### src/rtl/kbd_scan_queue_if.sv
// Interface bundling the receiver-side, CPU-side and status signals of the scancode queue.
// The master (keyboard receiver / portctl side) drives the strobes and the scancode.
// The slave (the queue) returns the head byte, the status byte and the IRQ1 strobe.
interface kbd_scan_queue_if;
    logic [7:0] ps2_data;
    logic       ps2_hit;
    logic       pop;
    logic       flush;
    logic [7:0] head;
    logic [7:0] status;
    logic       irq;

    modport master (
        output ps2_data, ps2_hit, pop, flush,
        input  head, status, irq
    );

    modport slave (
        input  ps2_data, ps2_hit, pop, flush,
        output head, status, irq
    );
endinterface

### src/rtl/kbd_scan_queue.sv
// PS/2 scancode queue between the keyboard receiver and portctl.
// Bytes are pushed on the rising edge of ps2_hit and held until the CPU pops them.
// head (port 60h), status (port 64h) and irq (IRQ1) are all registered outputs.
// They reflect the queue state one clock after each update.
module kbd_scan_queue #(
    parameter int ADDR_W = 4
) (
    input  logic            clock,
    input  logic            reset,
    kbd_scan_queue_if.slave bus
);
    localparam int              DEPTH   = 2 ** ADDR_W;
    localparam logic [ADDR_W:0] CNT_MAX = (ADDR_W + 1)'(DEPTH);
    localparam logic [ADDR_W:0] CNT_ONE = (ADDR_W + 1)'(1);
    localparam logic [ADDR_W-1:0] PTR_ONE = ADDR_W'(1);

    localparam logic [0:0] ST_IDLE     = 1'b0;
    localparam logic [0:0] ST_WAIT_POP = 1'b1;

    logic [7:0]        mem [DEPTH];
    logic [ADDR_W-1:0] rd_ptr;
    logic [ADDR_W-1:0] wr_ptr;
    logic [ADDR_W:0]   count;
    logic [ADDR_W:0]   count_nx;
    logic              overflow;
    logic              hit_d;
    logic [0:0]        state;
    logic [0:0]        state_nx;
    logic              irq_pend;
    logic              irq_pend_nx;
    logic              irq_q;
    logic [7:0]        head_q;
    logic [7:0]        status_q;

    logic push_req;
    logic full;
    logic nempty;
    logic do_push;
    logic do_pop;
    logic drop;

    // Edge detect, occupancy flags and the push/pop/drop decisions for this cycle.
    always_comb begin
        push_req = bus.ps2_hit & ~hit_d;
        full     = (count == CNT_MAX);
        nempty   = (count != '0);
        do_pop   = bus.pop & nempty;
        // A full queue still accepts a byte when the head leaves in the same cycle.
        do_push  = push_req & (~full | bus.pop);
        drop     = push_req & full & ~bus.pop;
        count_nx = count;
        if (do_push && !do_pop) begin
            count_nx = count + CNT_ONE;
        end else if (!do_push && do_pop) begin
            count_nx = count - CNT_ONE;
        end
    end

    // IRQ1 sequencing: strobe on the first byte, then once per pop that leaves data behind.
    always_comb begin
        // NOTE: every always_comb output gets a default first so no path can infer a latch.
        state_nx    = state;
        irq_pend_nx = 1'b0;
        case (state)
            ST_IDLE: begin
                if (count == '0 && count_nx != '0) begin
                    irq_pend_nx = 1'b1;
                    state_nx    = ST_WAIT_POP;
                end
            end
            ST_WAIT_POP: begin
                if (do_pop) begin
                    if (count_nx != '0) begin
                        irq_pend_nx = 1'b1;
                    end else begin
                        state_nx = ST_IDLE;
                    end
                end
            end
            default: state_nx = ST_IDLE;
        endcase
    end

    // Storage array write port; contents are meaningless outside [rd_ptr, wr_ptr).
    always_ff @(posedge clock) begin
        // NOTE: the array has no reset; the pointers and count alone define which entries are valid.
        if (do_push && !bus.flush) begin
            mem[wr_ptr] <= bus.ps2_data;
        end
    end

    // Pointers, count, overflow, FSM and the registered output stage.
    always_ff @(posedge clock) begin
        // NOTE: state registers use non-blocking assignments so every flop samples pre-edge values.
        if (reset) begin
            rd_ptr   <= '0;
            wr_ptr   <= '0;
            count    <= '0;
            overflow <= 1'b0;
            hit_d    <= 1'b0;
            state    <= ST_IDLE;
            irq_pend <= 1'b0;
            irq_q    <= 1'b0;
            head_q   <= 8'h00;
            status_q <= 8'h00;
        end else begin
            hit_d <= bus.ps2_hit;
            if (bus.flush) begin
                rd_ptr   <= '0;
                wr_ptr   <= '0;
                count    <= '0;
                overflow <= 1'b0;
                state    <= ST_IDLE;
                irq_pend <= 1'b0;
                irq_q    <= 1'b0;
                head_q   <= 8'h00;
                status_q <= 8'h00;
            end else begin
                if (do_push) begin
                    wr_ptr <= wr_ptr + PTR_ONE;
                end
                if (do_pop) begin
                    rd_ptr <= rd_ptr + PTR_ONE;
                end
                if (drop) begin
                    overflow <= 1'b1;
                end
                count    <= count_nx;
                state    <= state_nx;
                irq_pend <= irq_pend_nx;
                irq_q    <= irq_pend;
                head_q   <= nempty ? mem[rd_ptr] : 8'h00;
                status_q <= {overflow, full, nempty, 5'(count)};
            end
        end
    end

    assign bus.head   = head_q;
    assign bus.status = status_q;
    assign bus.irq    = irq_q;
endmodule

### src/flat_wrapper.sv
// flat-port wrapper written by rule: the top's interface ports become plain ports
module kbd_scan_queue_flat 
#(
    parameter int ADDR_W = 4
)
  (clock, reset, bus_ps2_data, bus_ps2_hit, bus_pop, bus_flush, bus_head, bus_status, bus_irq);
  kbd_scan_queue_if bus_i ();
  input  logic clock;
  input  logic reset;
  input wire logic [$bits(bus_i.ps2_data)-1:0] bus_ps2_data;
  input wire logic [$bits(bus_i.ps2_hit)-1:0] bus_ps2_hit;
  input wire logic [$bits(bus_i.pop)-1:0] bus_pop;
  input wire logic [$bits(bus_i.flush)-1:0] bus_flush;
  output wire logic [$bits(bus_i.head)-1:0] bus_head;
  output wire logic [$bits(bus_i.status)-1:0] bus_status;
  output wire logic [$bits(bus_i.irq)-1:0] bus_irq;
  assign bus_i.ps2_data = bus_ps2_data;
  assign bus_i.ps2_hit = bus_ps2_hit;
  assign bus_i.pop = bus_pop;
  assign bus_i.flush = bus_flush;
  assign bus_head = bus_i.head;
  assign bus_status = bus_i.status;
  assign bus_irq = bus_i.irq;
  kbd_scan_queue #(.ADDR_W(ADDR_W)) u_core (.clock(clock), .reset(reset), .bus(bus_i));
endmodule
### config.mk
export PLATFORM = sky130hd
export DESIGN_NAME = kbd_scan_queue_flat
export DESIGN_NICKNAME = d
export VERILOG_FILES = /design/src/rtl/kbd_scan_queue_if.sv /design/src/rtl/kbd_scan_queue.sv /design/src/flat_wrapper.sv
export SDC_FILE = /design/constraint.sdc
export NUM_CORES = 1
export LEC_CHECK = 0
export CORE_UTILIZATION = 25
export DETAILED_ROUTE_END_ITERATION = 10
export GPL_ROUTABILITY_DRIVEN = 0
export RECOVER_POWER = 25
export SETUP_SLACK_MARGIN = 0.5
export SLEW_MARGIN = 25
export SYNTH_ARGS = -nofsm -noshare
export SYNTH_HDL_FRONTEND = slang
export SYNTH_SLANG_ARGS = --single-unit
### constraint.sdc
create_clock -name clock -period 5.5 [get_ports clock]
set_input_delay 1.1 -clock clock [delete_from_list [all_inputs] [get_ports clock]]
set_output_delay 1.1 -clock clock [all_outputs]
set_load 0.05 [all_outputs]
==> results of run 1 <==
[cell usage after synthesis, types with 7 or more instances]
master                     number
sky130_fd_sc_hd__edfxtp_1     128
sky130_fd_sc_hd__nor2_1        36
sky130_fd_sc_hd__dfxtp_1       34
sky130_fd_sc_hd__mux4_2        32
sky130_fd_sc_hd__a211oi_1      18
sky130_fd_sc_hd__nand2_1       14
sky130_fd_sc_hd__clkbuf_1      10
sky130_fd_sc_hd__nor2b_1       10
sky130_fd_sc_hd__mux2i_1        9
sky130_fd_sc_hd__and2_1         8
sky130_fd_sc_hd__ha_1           7
[power by group through the flow]
stage / Clock [W] / Combinational (W) / Sequential [W]
3_5_place_dp: 0 / 0.000137 / 0.00136
2_1_floorplan: 0 / 0.0000799 / 0.00137
6_report: 0.00113 / 0.000136 / 0.00134
3_3_place_gp: 0 / 0.000134 / 0.00136
5_1_grt: 0.00120 / 0.000148 / 0.00134
4_1_cts: 0.00115 / 0.000138 / 0.00134
[registers in the layout, summed over array words and instances (netlist names)]
signal	cells
u_core.irq_pend	1
u_core.bus.status	8
u_core.bus.head	8
u_core.overflow	1
u_core.rd_ptr	4
u_core.hit_d	1
u_core.mem	128
u_core.bus.irq	1
u_core.wr_ptr	4
u_core.state	1
u_core.count	5
[cell usage in the layout (no fill, tap or decap), drive strengths merged, types with 2 or more instances in the layout]
| master | instances |
|---|---|
| a211oi | 18 |
| a21oi | 6 |
| a311oi | 2 |
| and2 | 8 |
| buf | 3 |
| clkbuf | 17 |
| clkdlybuf4s50 | 22 |
| clkinv | 7 |
| dfxtp | 34 |
| dlygate4sd3 | 7 |
| edfxtp | 128 |
| ha | 7 |
| inv | 13 |
| mux2i | 9 |
| mux4 | 32 |
| nand2 | 15 |
| nand2b | 2 |
| nand3 | 4 |
| nand3b | 2 |
| nand4 | 2 |
| nor2 | 36 |
| nor2b | 10 |
| nor3 | 4 |
| nor4b | 2 |
| o21ai | 4 |
| or3 | 2 |
| or3b | 2 |
| or4 | 2 |
| xnor2 | 5 |
| xor2 | 5 |
[logic make-up after synthesis]
logic type      synth area share
flops                      0.705
simple gates              0.0782
mux                        0.126
compound gates            0.0402
buf+inv                   0.0216
xor+xnor                  0.0148
fa+ha+maj                 0.0136
[path summary, 6_finish.rpt]
kind                       endpoint  cells after the start
hold reg to reg      u_core.bus.irq                      1
hold / removal       u_core.bus.irq                      1
setup reg to reg  u_core.mem[15][5]                      7
setup / recovery  u_core.mem[15][5]                      5
[layer usage]
layer / part of all wire / routed length, um / vias up / track usage
met5: 0 / 0 / - / 0
met4: 0.0099 / 135 / 0 / 0.0377
met3: 0.080 / 1080 / 11 / 0.0345
met2: 0.46 / 6230 / 145 / 0.161
met1: 0.45 / 6140 / 1726 / 0.149
li1: - / - / 1533 / -
[worst max-delay path, cell delays in order]
cell and delay, ns:
sky130_fd_sc_hd__clkdlybuf4s50_1 0.84, sky130_fd_sc_hd__nor2_1 0.14, sky130_fd_sc_hd__nor2_1 0.52, sky130_fd_sc_hd__nand2_1 0.30, sky130_fd_sc_hd__nor2_1 0.67
[metrics by stage]
stage	worst slack [ns]	power (W)
2_1_floorplan	2.87	0.00145
3_3_place_gp	1.73	0.00150
3_5_place_dp	1.54	0.00150
4_1_cts	1.98	0.00263
5_1_grt	1.79	0.00268
6_report	1.97	0.00261
[final cells by class]
type / count / area (um^2)
tap: 330 / 413
clock inverter: 15 / 151
clock buffer: 17 / 425
multi-input combinational: 190 / 1750
timing repair buffer: 32 / 313
inverter: 6 / 22.5
fill: 2443 / 17600
sequential: 162 / 4530
==> impl_metrics.sql, run 1 <==
INSERT INTO impl_metrics (metric_group, metric, value, unit) VALUES
('pwr', 'p_sw', '0.000589', 'W'),
('setup_path', 'r2r_start', 'u_core.count[0]', ''),
('floorplan', 'coreArea', '25200', 'um^2'),
('clocking', 'tritoncts_clock_tree', 'built', ''),
('synthesis', 'synth_top_cell_area_share', '0.599', ''),
('clocking', 'cts_hold_repair.buffers', '0', ''),
('floorplan', 'die_width', '162', 'um'),
('finish', 'n_antenna_cell', '0', ''),
('place', 'placed_area', '7030', 'um^2'),
('route', 'drtAntennaViolNets', '0', ''),
('global_route', 'gr-usage-all-layers', '0.109', ''),
('synthesis', 'asyncSetResetFlopFracSynth', '0', ''),
('route', 'drt_iter0_drc', '432', ''),
('synthesis', 'postSynthCellCount', '380', ''),
('finish', 'layout-drive-gt1-share', '0.173', ''),
('timing', 'final_min_period_over_clock_period', '0.643', ''),
('floorplan', 'effective_utilization_at_floorplan', '0.255', ''),
('pwr', 'power.share.switching', '0.226', ''),
('clocking', 'clockRootBuffer', 'sky130_fd_sc_hd__clkbuf_16', ''),
('synthesis', 'synth_enable_flop_cells', '128', ''),
('synthesis', 'ys_warn_count', '0', ''),
('timing', 'final-setup-viol-count', '0', ''),
('clocking', 'cts_htree_levels', '4', ''),
('hold_path', 'hold_path_startpoint', 'u_core.irq_pend', ''),
('clocking', 'post_cts_resized', '0', ''),
('global_route', 'grt_antenna_before_repair', '0', ''),
('timing', 'worstMarginPinSlew', '0.799', 'ns'),
('synthesis', 'post_synth.cell_area_avg', '16.9', 'um^2'),
('setup_path', 'cp_data_arrival_time', '3.58', 'ns'),
('floorplan', 'core.rowCount', '58', ''),
('clocking', 'cts_num_sinks', '162', ''),
('setup_path', 'crit_path_max_fanout', '16', ''),
('synthesis', 'yosys.cell_types.count', '45', ''),
('setup_path', 'timing_worst_setup_path_type', 'primary input to register', ''),
('setup_path', 'timing.reg2reg.setup_slack', '2.44', 'ns'),
('timing', 'relSlewSlack', '0.465', ''),
('clocking', 'clkLatencyLatePin', '0.42', 'ns'),
('clocking', 'cts_bufs_inserted', '17', ''),
('route', 'vias_per_cell', '4.54', ''),
('global_route', 'grt_overflow', '0', ''),
('finish', 'stdcell_area', '7600', 'um^2'),
('route', 'routedWlPerCell', '18.1', 'um'),
('route', 'route.detailed.drc', '0', ''),
('synthesis', 'synth_top_cells_by_area', 'sky130_fd_sc_hd__edfxtp_1, sky130_fd_sc_hd__mux4_2, sky130_fd_sc_hd__dfxtp_1, sky130_fd_sc_hd__a211oi_1, sky130_fd_sc_hd__nor2_1', ''),
('setup_path', 'setup.worst_path.start', 'bus_pop', ''),
('finish', 'fin_nets', '429', ''),
('pwr', 'powerDensity', '343', 'nW/um^2'),
('place', 'place_hpwl', '9030', 'um'),
('synthesis', 'synth_fp_nets', '400', ''),
('timing', 'fmax', '0.283', 'GHz'),
('pwr', 'p_comb_frac', '0.052', ''),
('route', 'drt-total-wl', '13600', 'um'),
('global_route', 'grt_start_max_net_pins', '36', ''),
('synthesis', 'synth_top_area_cell', 'sky130_fd_sc_hd__edfxtp_1', ''),
('clocking', 'post_cts.repair.setup_buffers', '0', ''),
('synthesis', 'synth.cell_area', '6420', 'um^2'),
('synthesis', 'post_synthesis_sequential_area_ratio', '0.705', ''),
('timing', 'setup-tns-final', '0', 'ns'),
('floorplan', 'die-area', '26300', 'um^2'),
('pwr', 'seq_power_share', '0.513', ''),
('place', 'place_inst', '720', ''),
('route', 'route.vias.total', '3415', ''),
('global_route', 'grt_first_pass_wirelength', '20600', 'um'),
('status', 'outcome', 'complete, no violations', ''),
('timing', 'hold_violations', '0', ''),
('synthesis', 'postSynth.topFlopCell', 'sky130_fd_sc_hd__edfxtp_1', ''),
('clocking', 'cts-root-to-sink-buffers', '2', ''),
('setup_path', 'setup.worst_path.end_class', 'register', ''),
('pwr', 'power.clock.fraction', '0.435', ''),
('global_route', 'grt_pass1_vias', '3423', ''),
('setup_path', 'startpoint_type', 'primary input', '');
(Power assumes the default switching activity.)
==> run 2, diff against run 1 <==
- clock period: 5.5 -> 3.6 ns (I/O delays scaled with it)
==> run 2 against run 1 <==
Sequential share of layout area down 0.92 points; clock skew up 0.0052 ns; sequential cell count unchanged; total power up 52%; combinational power up 49%; via count down 1.0%; die area unchanged; critical endpoint is now u_core.mem[3][4]; largest power group unchanged.
==> impl_metrics.sql, run 2 (synthesis gave the netlist of run 1 again) <==
INSERT INTO impl_metrics (metric_group, metric, value, unit) VALUES
('place', 'place_hpwl', '8570', 'um'),
('pwr', 'p_leak', '2.42', 'nW'),
('pwr', 'power', '0.00395', 'W'),
('finish', 'largest_register_ffs', '128', ''),
('route', 'route.top_layer_used', 'met4', ''),
('finish', 'fin_nets', '447', ''),
('route', 'firstDrtPassIters', '4', ''),
('timing', 'min_period', '2.56', 'ns'),
('setup_path', 'required', '3.73', 'ns'),
('finish', 'layout-drive-gt1-share', '0.207', ''),
('route', 'routedWlPerCell', '17.0', 'um'),
('floorplan', 'die_width', '162', 'um'),
('route', 'route.vias.total', '3381', ''),
('route', 'wl_met2', '6240', 'um'),
('floorplan', 'effective_utilization_at_floorplan', '0.255', ''),
('timing', 'final_max_slew_viol_count', '0', ''),
('route', 'vias_per_cell', '4.39', ''),
('timing', 'finalClockSkew', '0.0143', 'ns'),
('clocking', 'clockRootBuffer', 'sky130_fd_sc_hd__clkbuf_16', ''),
('global_route', 'grt_overflow', '0', ''),
('floorplan', 'io-pin-count', '30', ''),
('route', 'drtAntennaViolNets', '0', ''),
('route', 'detailroute.wirelength.met3', '884', 'um'),
('status', 'outcome', 'complete, no violations', ''),
('setup_path', 'critical_path.slowest_cell', 'sky130_fd_sc_hd__dlygate4sd3_1', ''),
('clocking', 'post_cts.repair.setup_buffers', '0', ''),
('clocking', 'clkLatencyLatePin', '0.43', 'ns'),
('setup_path', 'worstPathBufferInverterCount', '2', ''),
('finish', 'stdcell_count', '770', ''),
('setup_path', 'path_common_cell', 'sky130_fd_sc_hd__nor2_1', ''),
('timing', 'relSlewSlack', '0.498', ''),
('finish', 'leading_cell_type_in_the_layout_fill_and_taps_excluded', 'sky130_fd_sc_hd__edfxtp_1', ''),
('timing', 'hold_violations', '0', ''),
('finish', 'top_register_by_number_of_flip_flops', 'u_core.mem', ''),
('global_route', 'grt_antenna_before_repair', '0', ''),
('setup_path', 'r2r_start', 'u_core.count[0]', ''),
('setup_path', 'cp_data_arrival_time', '2.69', 'ns'),
('global_route', 'grt_pass1_vias', '3463', ''),
('clocking', 'cts_htree_levels', '4', ''),
('floorplan', 'dieHeight', '162', 'um'),
('setup_path', 'crit_path_max_fanout', '9', ''),
('setup_path', 'worst_setup_endpoint', 'u_core.mem[3][4]', ''),
('hold_path', 'hold_path_class', 'register to register', ''),
('setup_path', 'timing_worst_setup_path_type', 'primary input to register', ''),
('global_route', 'gr-usage-all-layers', '0.107', ''),
('setup_path', 'critical_path_depth', '6', ''),
('setup_path', 'setup.worst_path.end_class', 'register', ''),
('setup_path', 'reg2reg_depth', '8', ''),
('timing', 'fmax', '0.390', 'GHz'),
('timing', 'final-setup-viol-count', '0', ''),
('global_route', 'grt_first_pass_wirelength', '20500', 'um'),
('finish', 'layout_stage_area_growth_over_the_synthesis_result', '20.4', '%'),
('clocking', 'cts_num_sinks', '162', ''),
('clocking', 'post_cts_resized', '0', ''),
('setup_path', 'setup.worst_path.start', 'bus_ps2_hit', ''),
('clocking', 'tritoncts_clock_tree', 'built', ''),
('route', 'drt_iter0_drc', '394', ''),
('place', 'place_inst', '738', ''),
('setup_path', 'regToRegEndpoint', 'u_core.mem[3][4]', ''),
('pwr', 'peakVddDrop', '0.382', 'mV'),
('route', 'drt-total-wl', '13100', 'um'),
('timing', 'setup-tns-final', '0', 'ns'),
('setup_path', 'timing.reg2reg.setup_slack', '1.07', 'ns'),
('flow_run', 'maxCapViolations', '0', ''),
('finish', 'n_antenna_cell', '0', ''),
('route', 'detail_route.wirelength.met1', '5860', 'um'),
('clocking', 'cts_bufs_inserted', '17', ''),
('clocking', 'clkSlewWorstSetupHoldPaths', '0.06', 'ns'),
('clocking', 'cts_hold_repair.buffers', '0', ''),
('route', 'route.detailed.drc', '0', ''),
('pwr', 'powerDensity', '512', 'nW/um^2'),
('setup_path', 'slowest_delay', '0.58', 'ns'),
('setup_path', 'startpoint_type', 'primary input', ''),
('place', 'buffer_ports.inserted', '29', ''),
('timing', 'rsz0062_at_grt', 'no', ''),
('floorplan', 'die-area', '26300', 'um^2'),
('finish', 'final_core_util', '0.307', ''),
('global_route', 'grt_start_max_net_pins', '35', ''),
('setup_path', 'chain_of_cells_forming_the_critical_path', 'dlygate4sd3_1 > nand2b_1 > nor2_1 > nand2_1 > nor2_1 > buf_4', ''),
('setup_path', 'critPathTopFamily', 'simple AND/OR/NAND/NOR gates', ''),
('timing', 'final_min_period_over_clock_period', '0.712', ''),
('clocking', 'cts-root-to-sink-buffers', '2', ''),
('timing', 'worstMarginPinSlew', '0.751', 'ns'),
('floorplan', 'core.rowCount', '58', ''),
('finish', 'highest_count_cells_in_the_layout_ignoring_fill_and_taps', 'sky130_fd_sc_hd__edfxtp_1, sky130_fd_sc_hd__nor2_1, sky130_fd_sc_hd__dfxtp_1, sky130_fd_sc_hd__mux4_2, sky130_fd_sc_hd__clkdlybuf4s50_1', ''),
('floorplan', 'coreArea', '25200', 'um^2');
## run 2: changes by cell type in the layout (fill, tap and decap cells not counted)
| cell | before | now |
|---|---|---|
| sky130_fd_sc_hd__inv_8 | 2 | 1 |
| sky130_fd_sc_hd__clkdlybuf4s50_1 | 22 | 23 |
| sky130_fd_sc_hd__buf_4 | 3 | 21 |
| sky130_fd_sc_hd__clkbuf_1 | 0 | 2 |
| sky130_fd_sc_hd__clkinv_8 | 1 | 0 |
| sky130_fd_sc_hd__clkinv_1 | 2 | 0 |
| sky130_fd_sc_hd__inv_6 | 5 | 4 |
| sky130_fd_sc_hd__dlygate4sd3_1 | 7 | 6 |
| sky130_fd_sc_hd__clkinv_4 | 3 | 1 |
| sky130_fd_sc_hd__clkinvlp_4 | 0 | 5 |
## run 2: per-layer routing
layer / up-vias / GRT usage
li1: 1564 / -
met1: 1695 / 0.141
met2: 116 / 0.169
met3: 6 / 0.0355
met4: 0 / 0.0270
met5: - / 0
## run 2: final cells by class
type	instances	area, um^2
multi-input cells	190	1750
fillers	2410	17500
repair buffers	50	448
flip-flops and latches	162	4530
inverters	6	22.5
clock buffers	19	433
clock inverters	13	128
well taps	330	413
## run 2: worst min path at each step
stage                     slack [ns]              to       startpoint  depth (start not counted)
final                           0.43  u_core.bus.irq  u_core.irq_pend                          1
after CTS                       0.44  u_core.bus.irq  u_core.irq_pend                          1
after detailed placement        0.42  u_core.bus.irq  u_core.irq_pend                          1
after global routing            0.46  u_core.bus.irq  u_core.irq_pend                          1
after global placement          0.43  u_core.bus.irq  u_core.irq_pend                          1
after floorplan                 0.41  u_core.bus.irq  u_core.irq_pend                          1
## run 2: per-stage QoR
stage / cell area, um^2 / hold slack [ns] / setup slack, ns
after floorplan: 6420 / 0.406 / 1.35
after global routing: 7720 / 0.463 / 0.846
after global placement: 7160 / 0.426 / 0.759
after detailed placement: 7160 / 0.420 / 0.717
final: 7720 / 0.435 / 1.04
after CTS: 7720 / 0.435 / 1.08
## run 2: where the power goes
group	switching (W)	internal (W)	leakage (nW)	total, W
combinational	0.000123	0.0000792	0.735	0.000202
clock	0.000740	0.000963	0.259	0.00170
sequential	0.0000129	0.00203	1.43	0.00204
total	0.000876	0.00307	2.42	0.00395
